$ cat src/rtl/gcd_accel_pkg.sv
// Shared engine definitions: state encoding used by the CPU and the GCD accelerator.
package gcd_accel_pkg;

    typedef enum logic [1:0] {
        IDLE = 2'b00,
        RUN  = 2'b01,
        DONE = 2'b10
    } gcd_state_t;

    localparam int unsigned CYCLES_W = 32;
    localparam int unsigned JOBS_W   = 16;

endpackage

$ cat src/rtl/gcd_job_fifo.sv
// Job queue for the GCD engine: registered-output FIFO, no fall-through.
module gcd_job_fifo #(
    parameter int unsigned WIDTH = 64,
    parameter int unsigned DEPTH = 4
) (
    input  logic             clk,
    input  logic             rst,
    input  logic             push,
    input  logic             pop,
    input  logic [WIDTH-1:0] din,
    output logic [WIDTH-1:0] dout,
    output logic             full,
    output logic             empty
);

    localparam int unsigned AW = $clog2(DEPTH);
    localparam logic [AW:0] FULL_COUNT = (AW+1)'(DEPTH);

    logic [WIDTH-1:0] mem [DEPTH];
    logic [AW-1:0]    wr_ptr;
    logic [AW-1:0]    rd_ptr;
    logic [AW:0]      count;
    logic             do_push;
    logic             do_pop;

    assign full    = (count == FULL_COUNT);
    assign empty   = (count == '0);
    assign do_pop  = pop && !empty;
    // A push into a full queue is only legal when a stored entry leaves on the same edge.
    assign do_push = push && (!full || do_pop);
    assign dout    = mem[rd_ptr];

    always_ff @(posedge clk) begin
        if (do_push) begin
            mem[wr_ptr] <= din;
        end
    end

    always_ff @(posedge clk) begin
        if (rst) begin
            wr_ptr <= '0;
            rd_ptr <= '0;
            count  <= '0;
        end else begin
            if (do_push) begin
                wr_ptr <= wr_ptr + 1'b1;
            end
            if (do_pop) begin
                rd_ptr <= rd_ptr + 1'b1;
            end
            case ({do_push, do_pop})
                2'b10:   count <= count + 1'b1;
                2'b01:   count <= count - 1'b1;
                default: count <= count;
            endcase
        end
    end

endmodule

$ cat src/rtl/gcd_accel.sv
// Queued subtractive GCD accelerator with step limit, result hold and job statistics.
module gcd_accel
    import gcd_accel_pkg::*;
#(
    parameter int unsigned WIDTH     = 32,
    parameter int unsigned DEPTH     = 4,
    parameter int unsigned MAX_STEPS = 1024
) (
    input  logic             clk,
    input  logic             rst,
    input  logic             in_valid,
    output logic             in_ready,
    input  logic [WIDTH-1:0] in_a,
    input  logic [WIDTH-1:0] in_b,
    output logic             out_valid,
    input  logic             out_ready,
    output logic [WIDTH-1:0] out_gcd,
    output logic             out_err,
    output logic             bsy,
    output logic [31:0]      cycles,
    output logic [15:0]      jobs_done
);

    localparam logic [CYCLES_W-1:0] STEP_LIMIT = CYCLES_W'(MAX_STEPS);

    gcd_state_t state, state_next;

    logic [WIDTH-1:0]    a, a_next;
    logic [WIDTH-1:0]    b, b_next;
    logic [CYCLES_W-1:0] steps, steps_next;
    logic [WIDTH-1:0]    gcd_next;
    logic                err_next;
    logic [CYCLES_W-1:0] cycles_next;
    logic [JOBS_W-1:0]   jobs_next;

    logic                pop;
    logic                q_full;
    logic                q_empty;
    logic [2*WIDTH-1:0]  q_dout;

    gcd_job_fifo #(
        .WIDTH (2*WIDTH),
        .DEPTH (DEPTH)
    ) u_fifo (
        .clk   (clk),
        .rst   (rst),
        .push  (in_valid && in_ready),
        .pop   (pop),
        .din   ({in_a, in_b}),
        .dout  (q_dout),
        .full  (q_full),
        .empty (q_empty)
    );

    assign in_ready  = !q_full;
    assign out_valid = (state == DONE);
    assign bsy       = (state != IDLE) || !q_empty;

    always_ff @(posedge clk) begin
        if (rst) begin
            state     <= IDLE;
            a         <= '0;
            b         <= '0;
            steps     <= '0;
            out_gcd   <= '0;
            out_err   <= 1'b0;
            cycles    <= '0;
            jobs_done <= '0;
        end else begin
            state     <= state_next;
            a         <= a_next;
            b         <= b_next;
            steps     <= steps_next;
            out_gcd   <= gcd_next;
            out_err   <= err_next;
            cycles    <= cycles_next;
            jobs_done <= jobs_next;
        end
    end

    always_comb begin
        state_next  = state;
        a_next      = a;
        b_next      = b;
        steps_next  = steps;
        gcd_next    = out_gcd;
        err_next    = out_err;
        cycles_next = cycles;
        jobs_next   = jobs_done;
        pop         = 1'b0;

        case (state)
            IDLE: begin
                if (!q_empty) begin
                    pop        = 1'b1;
                    a_next     = q_dout[2*WIDTH-1:WIDTH];
                    b_next     = q_dout[WIDTH-1:0];
                    steps_next = '0;
                    state_next = RUN;
                end
            end
            RUN: begin
                // Termination wins over the step limit, so a job needing exactly MAX_STEPS succeeds.
                if (a == b || a == '0 || b == '0) begin
                    state_next  = DONE;
                    cycles_next = steps;
                    err_next    = (a == '0) && (b == '0);
                    gcd_next    = (a == '0) ? b : a;
                end else if (steps == STEP_LIMIT) begin
                    state_next  = DONE;
                    cycles_next = steps;
                    err_next    = 1'b1;
                    gcd_next    = '0;
                end else begin
                    if (a > b) begin
                        a_next = a - b;
                    end else begin
                        b_next = b - a;
                    end
                    steps_next = steps + 1'b1;
                end
            end
            DONE: begin
                if (out_ready) begin
                    state_next = IDLE;
                    jobs_next  = jobs_done + 1'b1;
                end
            end
            default: state_next = IDLE;
        endcase
    end

endmodule

$ cat config.mk
export PLATFORM = sky130hd
export DESIGN_NAME = gcd_accel
export DESIGN_NICKNAME = d
export VERILOG_FILES = /design/src/rtl/gcd_accel_pkg.sv /design/src/rtl/gcd_job_fifo.sv /design/src/rtl/gcd_accel.sv
export SDC_FILE = /design/constraint.sdc
export NUM_CORES = 1
export LEC_CHECK = 0
export ABC_AREA = 1
export CAP_MARGIN = 10
export CORE_MARGIN = 4
export CORE_UTILIZATION = 34
export CTS_CLUSTER_DIAMETER = 60
export DETAILED_ROUTE_END_ITERATION = 7
export HOLD_SLACK_MARGIN = 0.06
export SYNTH_ARGS = -nofsm -noshare
export SYNTH_HDL_FRONTEND = slang
export SYNTH_SLANG_ARGS = --single-unit
$ cat constraint.sdc
create_clock -name clk -period 5.6 [get_ports clk]
set_clock_uncertainty 0.2 [all_clocks]
set_input_delay 0.56 -clock clk [delete_from_list [all_inputs] [get_ports clk]]
set_output_delay 0.56 -clock clk [all_outputs]
set_load 0.005 [all_outputs]
* Yosys cells after proc, flatten, opt, wreduce, memory -nomap -nowiden
Memories as Yosys holds them, arrays and structs flattened. A register that Yosys moved wholly into a read port is not among the register bits.
Cells that the tools add are included.
** Word-level totals
- Bits in registers :: 186
- Memory bits (writable) :: 256
- Output and inout port bits :: 84
- Memories :: 1
** Operators by class
- Add/subtract/negate cells :: 8
- $lt $le $gt $ge :: 1
- Equal/unequal tests :: 14
- Multiplexer cells :: 33
- Reductions and logical operators :: 24
** Memories
- u_fifo.mem :: words 4, bits a word 64, rd ports 1, clocked after memory_dff 1, write ports 1, RTL line gcd_job_fifo.sv:19 : logic [WIDTH-1:0] mem [DEPTH];
** Operators with widths (number)
- $mux W32 :: 16
- $pmux W32 S2 :: 3
- $logic_not A32 Y1 :: 2
- $sub A32 B32 Y32 :: 2
- $add A32 B1 Y32 const B :: 1
- $eq A32 B11 Y1 const B :: 1
- $eq A32 B32 Y1 :: 1
- $gt A32 B32 Y1 :: 1
- $add A16 B1 Y16 const B :: 1
- $mux W2 :: 6
- $ne A2 B2 Y1 const B :: 5
- $reduce_and A5 Y1 :: 2
- $reduce_bool A2 Y1 :: 4
- $mux W1 :: 6
- $pmux W2 S3 :: 1
- $pmux W3 S2 :: 1
- $add A2 B1 Y2 const B :: 2
- $eq A2 B1 Y1 const B :: 2
- $eq A2 B2 Y1 const B :: 2
- $logic_and A1 B1 Y1 :: 4
- $logic_or A1 B1 Y1 :: 4
- $reduce_and A2 Y1 :: 2
- $reduce_and A4 Y1 :: 1
- $add A3 B1 Y3 const B :: 1
- 8 further kinds :: 9

* Depth between registers and ports, before layout
- Depth in word-level cells :: 8
- Gate-level depth with buffers :: 20

* Cells and area by module
Synthesis repeated with hierarchy kept, for this count alone.
** Second synthesis, totals
- Cell total of the unflattened synthesis :: 2960
- Area, all modules :: 23199.8 um2
** Modules (own cells, without submodules)
- gcd_accel :: times used 1, cells an instance 2267, area each 13202.7 um2
- gcd_job_fifo :: times used 1, cells an instance 693, area each 9997.1 um2

* Worst setup path before layout
No wires, ideal clock.
- Kind :: input to register
- Start point :: in in_valid
- End point :: mem u_fifo.mem[0][0] (enable)
- Setup time :: 0.487 ns
- Arrival time :: 3.410 ns
- Path slack :: 1.504 ns
- Stages on the path :: 2
- Buffers on the path :: 0
- Cells stage by stage :: nand2_1 -> nor2_1
** Between the ends
- Word-level cells in the longest chain between the ends :: 4
** Ends and longest elaborated chain
- from (decl) :: RTL line gcd_accel.sv:11 : input logic in_valid,
- $logic_and A1 B1 Y1 :: RTL line gcd_accel.sv:47 : .push (in_valid && in_ready),
- $logic_and A1 B1 Y1 :: RTL line gcd_job_fifo.sv:30 : assign do_push = push && (!full || do_pop);
- $mux W1 :: RTL line gcd_job_fifo.sv:34 : if (do_push) begin
- $mux W1 (implied by the code) :: RTL line gcd_job_fifo.sv:35 : mem[wr_ptr] <= din;
- to (decl) :: RTL line gcd_job_fifo.sv:19
Every way passes these cells.

* Worst setup path in the final report
- Start point :: reg a[20]
- End point :: reg a[2]
** Between the ends
- Word-level cells in the longest chain between the ends :: 5
** Ends and longest elaborated chain
- from (decl) :: RTL line gcd_accel.sv:28 : logic [WIDTH-1:0] a, a_next;
- from (signal assigned) :: RTL line gcd_accel.sv:71 : a <= a_next;
- branches (longest 4 deep; another with $gt A32 B32 Y1)
- $reduce_and A5 Y1 (no line) (*)
Mark *: on every way between the ends.
A chain may end at the register's enable or synchronous reset.

==> out/qor.csv <==
stage,metric,value,unit
placement,port-buffer-count,151,
hold_path,whs_path_depth,2,
logic_synthesis,yosys-top-cells-area,"edfxtp_1 (33%), dfxtp_1 (16%), nand2_1 (14%)",
clock_network,clkLatencyLatePin,0.61,ns
sta,fin_crit_sh,0.628,
clock_network,cts_resized,0,
drt,vias,19777,
global_route,grt_first_pass_wirelength,108000,µm
pwr,leakage,11.2,nW
logic_synthesis,ys_warn_count,0,
logic_synthesis,synth_ff_type,edfxtp_1,
sta,worstMarginPinSlew,1.06,ns
critical_path,required,5.89,ns
logic_synthesis,syn_inst,3037,
drt,antenna_left,0,
critical_path,worstSetupPathType,flop to flop,
clock_network,cts_max_path_buffers,3,
drt,drt_wl_total,70300,µm
clock_network,clock_sinks,444,
logic_synthesis,synth_area_per_cell,7.68,µm²
layout,final_cell_count_no_fill,4046,
sta,hold_violations,0,
logic_synthesis,syn_area,23300,µm²
pwr,p_per_area,557,nW/µm²
floorplanning,rows,95,
logic_synthesis,synth_most_common_cell,nand2_1,
pwr,max-vdd-ir-drop,0.295,mV
floorplanning,dieArea,72900,µm²
logic_synthesis,yosysUniqueCellTypes,42,
critical_path,startpoint_type,flop,
clock_network,cts_hold_buffers,0,
layout,nets,3274,
placement,place_congestion,0.973,
clock_network,cts_made_buffers,51,
layout,fin_util,0.402,
critical_path,arrival,3.81,ns
sta,maxSlewViolCount,0,
placement,placedCellCount,3952,
sta,setup_tns,0,ns
drt,via_per_inst,4.89,
sta,period_minus_slack,3.52,ns
floorplanning,initial_core_util,0.345,
placement,hpwl,50500,µm
drt,drc,0,
clock_network,cts.clk_slew.worst_paths,0.06,ns
logic_synthesis,synth_top_area_frac,0.330,
sta,setup_viol,0,
global_route,grt_pass1_vias,18658,
logic_synthesis,yosys-top-cells-count,"nand2_1 (897), nor2_1 (447), inv_1 (334)",
drt,drt_iter0_drc,1767,
logic_synthesis,ys_ff_latch,444,
critical_path,path_max_fanout,62,
logic_synthesis,synth-edff-count,256,
critical_path,reg2reg_depth,16,
critical_path,crit_start,a[20],
drt,wire_per_inst,17.4,µm
sta,fmax,284,MHz
sta,slew-limit-headroom,0.291,
critical_path,worstSetupEndpointType,flop,
global_route,antenna_found_initial,0,
layout,syn_to_final_growth,16.5,%
global_route,gr-usage-all-layers,0.186,
clock_network,htreeDepth,2,
clock_network,post_cts_buffers,0,
global_route,grt_max_degree,82,
logic_synthesis,synth_fp_nets,3179,
drt,dr.pass1.iters,6,
hold_path,min_from,rst,
floorplanning,die_x,270,µm
floorplanning,core,67600,µm²
clock_network,cts_tree,built,
layout,drive_gt1_frac,0.0552,
logic_synthesis,yosysTopAreaCell,edfxtp_1,
global_route,grt_overflow,0,
floorplanning,ioPinCount,152,
clock_network,cts-root-buf,clkbuf_16,
hold_path,hold_class,primary input to flop,
critical_path,worstReg2RegStart,a[20],
floorplanning,die_h,270,µm
sta,rsz0062_at_grt,false,
flow_run,maxCapViolCount,0,
logic_synthesis,async_reset_ff_frac,0,
logic_synthesis,ys_seq_area_frac,0.491,
layout,antenna_cells,0,
status,status,"finished, final reports clean",
cell families after synthesis:
group	count (synthesis)	synth area share
and+or+nand+nor	1550	0.266
buffers and inverters	477	0.0828
AOI/OAI and AO/OA	455	0.106
DFF	444	0.491
adders and majority gates	74	0.0407
xor gates and xnor gates	37	0.0139
cell type report:
class                      count  area [µm²]
timing repair buffer         170        1660
multi-input combinational   2116        9980
inverter                     349        1310
clock buffer                  65        1360
sequential                   444       11500
fill                        6869       40500
clock inverter                29         310
tap                          873        1090
path summary, 6_finish.rpt:
path | endpoint | slack (ns)
max | a[2] | 2.08
min | steps[26] | 0.21
max reg2reg | a[2] | 2.08
min reg2reg | out_gcd[24] | 0.26
placed cells by master, fill, tap and decap left out, types with 4 or more instances in the layout:
cell / netlist / final
inv_2: 13 / 15
clkbuf_1: 73 / 11
xor2_1: 33 / 33
nand3_1: 101 / 101
inv_1: 334 / 332
nand2_2: 25 / 25
a32o_1: 9 / 9
clkbuf_16: 0 / 51
nand3b_1: 5 / 5
clkdlybuf4s50_1: 0 / 150
nand2_1: 897 / 897
a21oi_2: 15 / 15
nor2_4: 1 / 6
buf_4: 9 / 19
nor3_1: 40 / 40
nand4_1: 23 / 23
a21oi_1: 151 / 151
xnor2_1: 4 / 4
dfxtp_1: 188 / 186
o22ai_1: 45 / 45
o21ai_0: 220 / 220
ha_1: 71 / 71
edfxtp_1: 256 / 256
bufinv_16: 0 / 4
nor2_1: 447 / 442
clkinv_2: 1 / 13
nor2_2: 5 / 5
metrics by stage:
| stage | cell area [µm²] | total power [mW] | hold WS, ns | worst slack (ns) |
|---|---|---|---|---|
| 5_1_grt | 27200 | 16.3 | 0.214 | 1.73 |
| 3_5_place_dp | 25500 | 11.8 | 0.258 | 2.14 |
| 3_3_place_gp | 25500 | 11.8 | 0.248 | 2.20 |
| 4_1_cts | 27200 | 15.1 | 0.193 | 2.12 |
| 2_1_floorplan | 23300 | 9.59 | 0.236 | 1.50 |
| 6_report | 27200 | 15.1 | 0.209 | 2.08 |
power by group:
| part | switching, mW | internal [mW] | total (mW) |
|---|---|---|---|
| sequential | 0.231 | 3.89 | 4.12 |
| clock | 1.37 | 1.92 | 3.29 |
| combinational | 5.58 | 2.15 | 7.73 |
critical path: stages (launching register included):
cell and delay, ns:
dfxtp_1 0.35, inv_1 0.08, ha_1 0.45, nand2_2 0.10, inv_2 0.10, nand2_2 0.11, nor2_2 0.16, nand2_1 0.10
nor2_2 0.18, nor2_1 0.09, nand4_2 0.11, nand2_4 0.32, nand2_2 0.17, buf_4 0.52, nand2_1 0.10, nand2_1 0.09
nor2_1 0.04
state kept, by name (all words and copies together) (netlist names), named ones only:
name,cells
a,32
b,32
cycles,32
jobs_done,16
out_err,1
out_gcd,32
state,2
steps,32
u_fifo.count,3
u_fifo.mem,256
u_fifo.rd_ptr,2
u_fifo.wr_ptr,2
routing by layer:
metal / vias up / share of wire / global-route usage
li1: 9966 / - / -
met1: 9216 / 0.46 / 0.257
met2: 498 / 0.45 / 0.296
met3: 97 / 0.059 / 0.0324
met4: 0 / 0.033 / 0.0628
met5: - / 0 / 0
(Power assumes the default switching activity.)
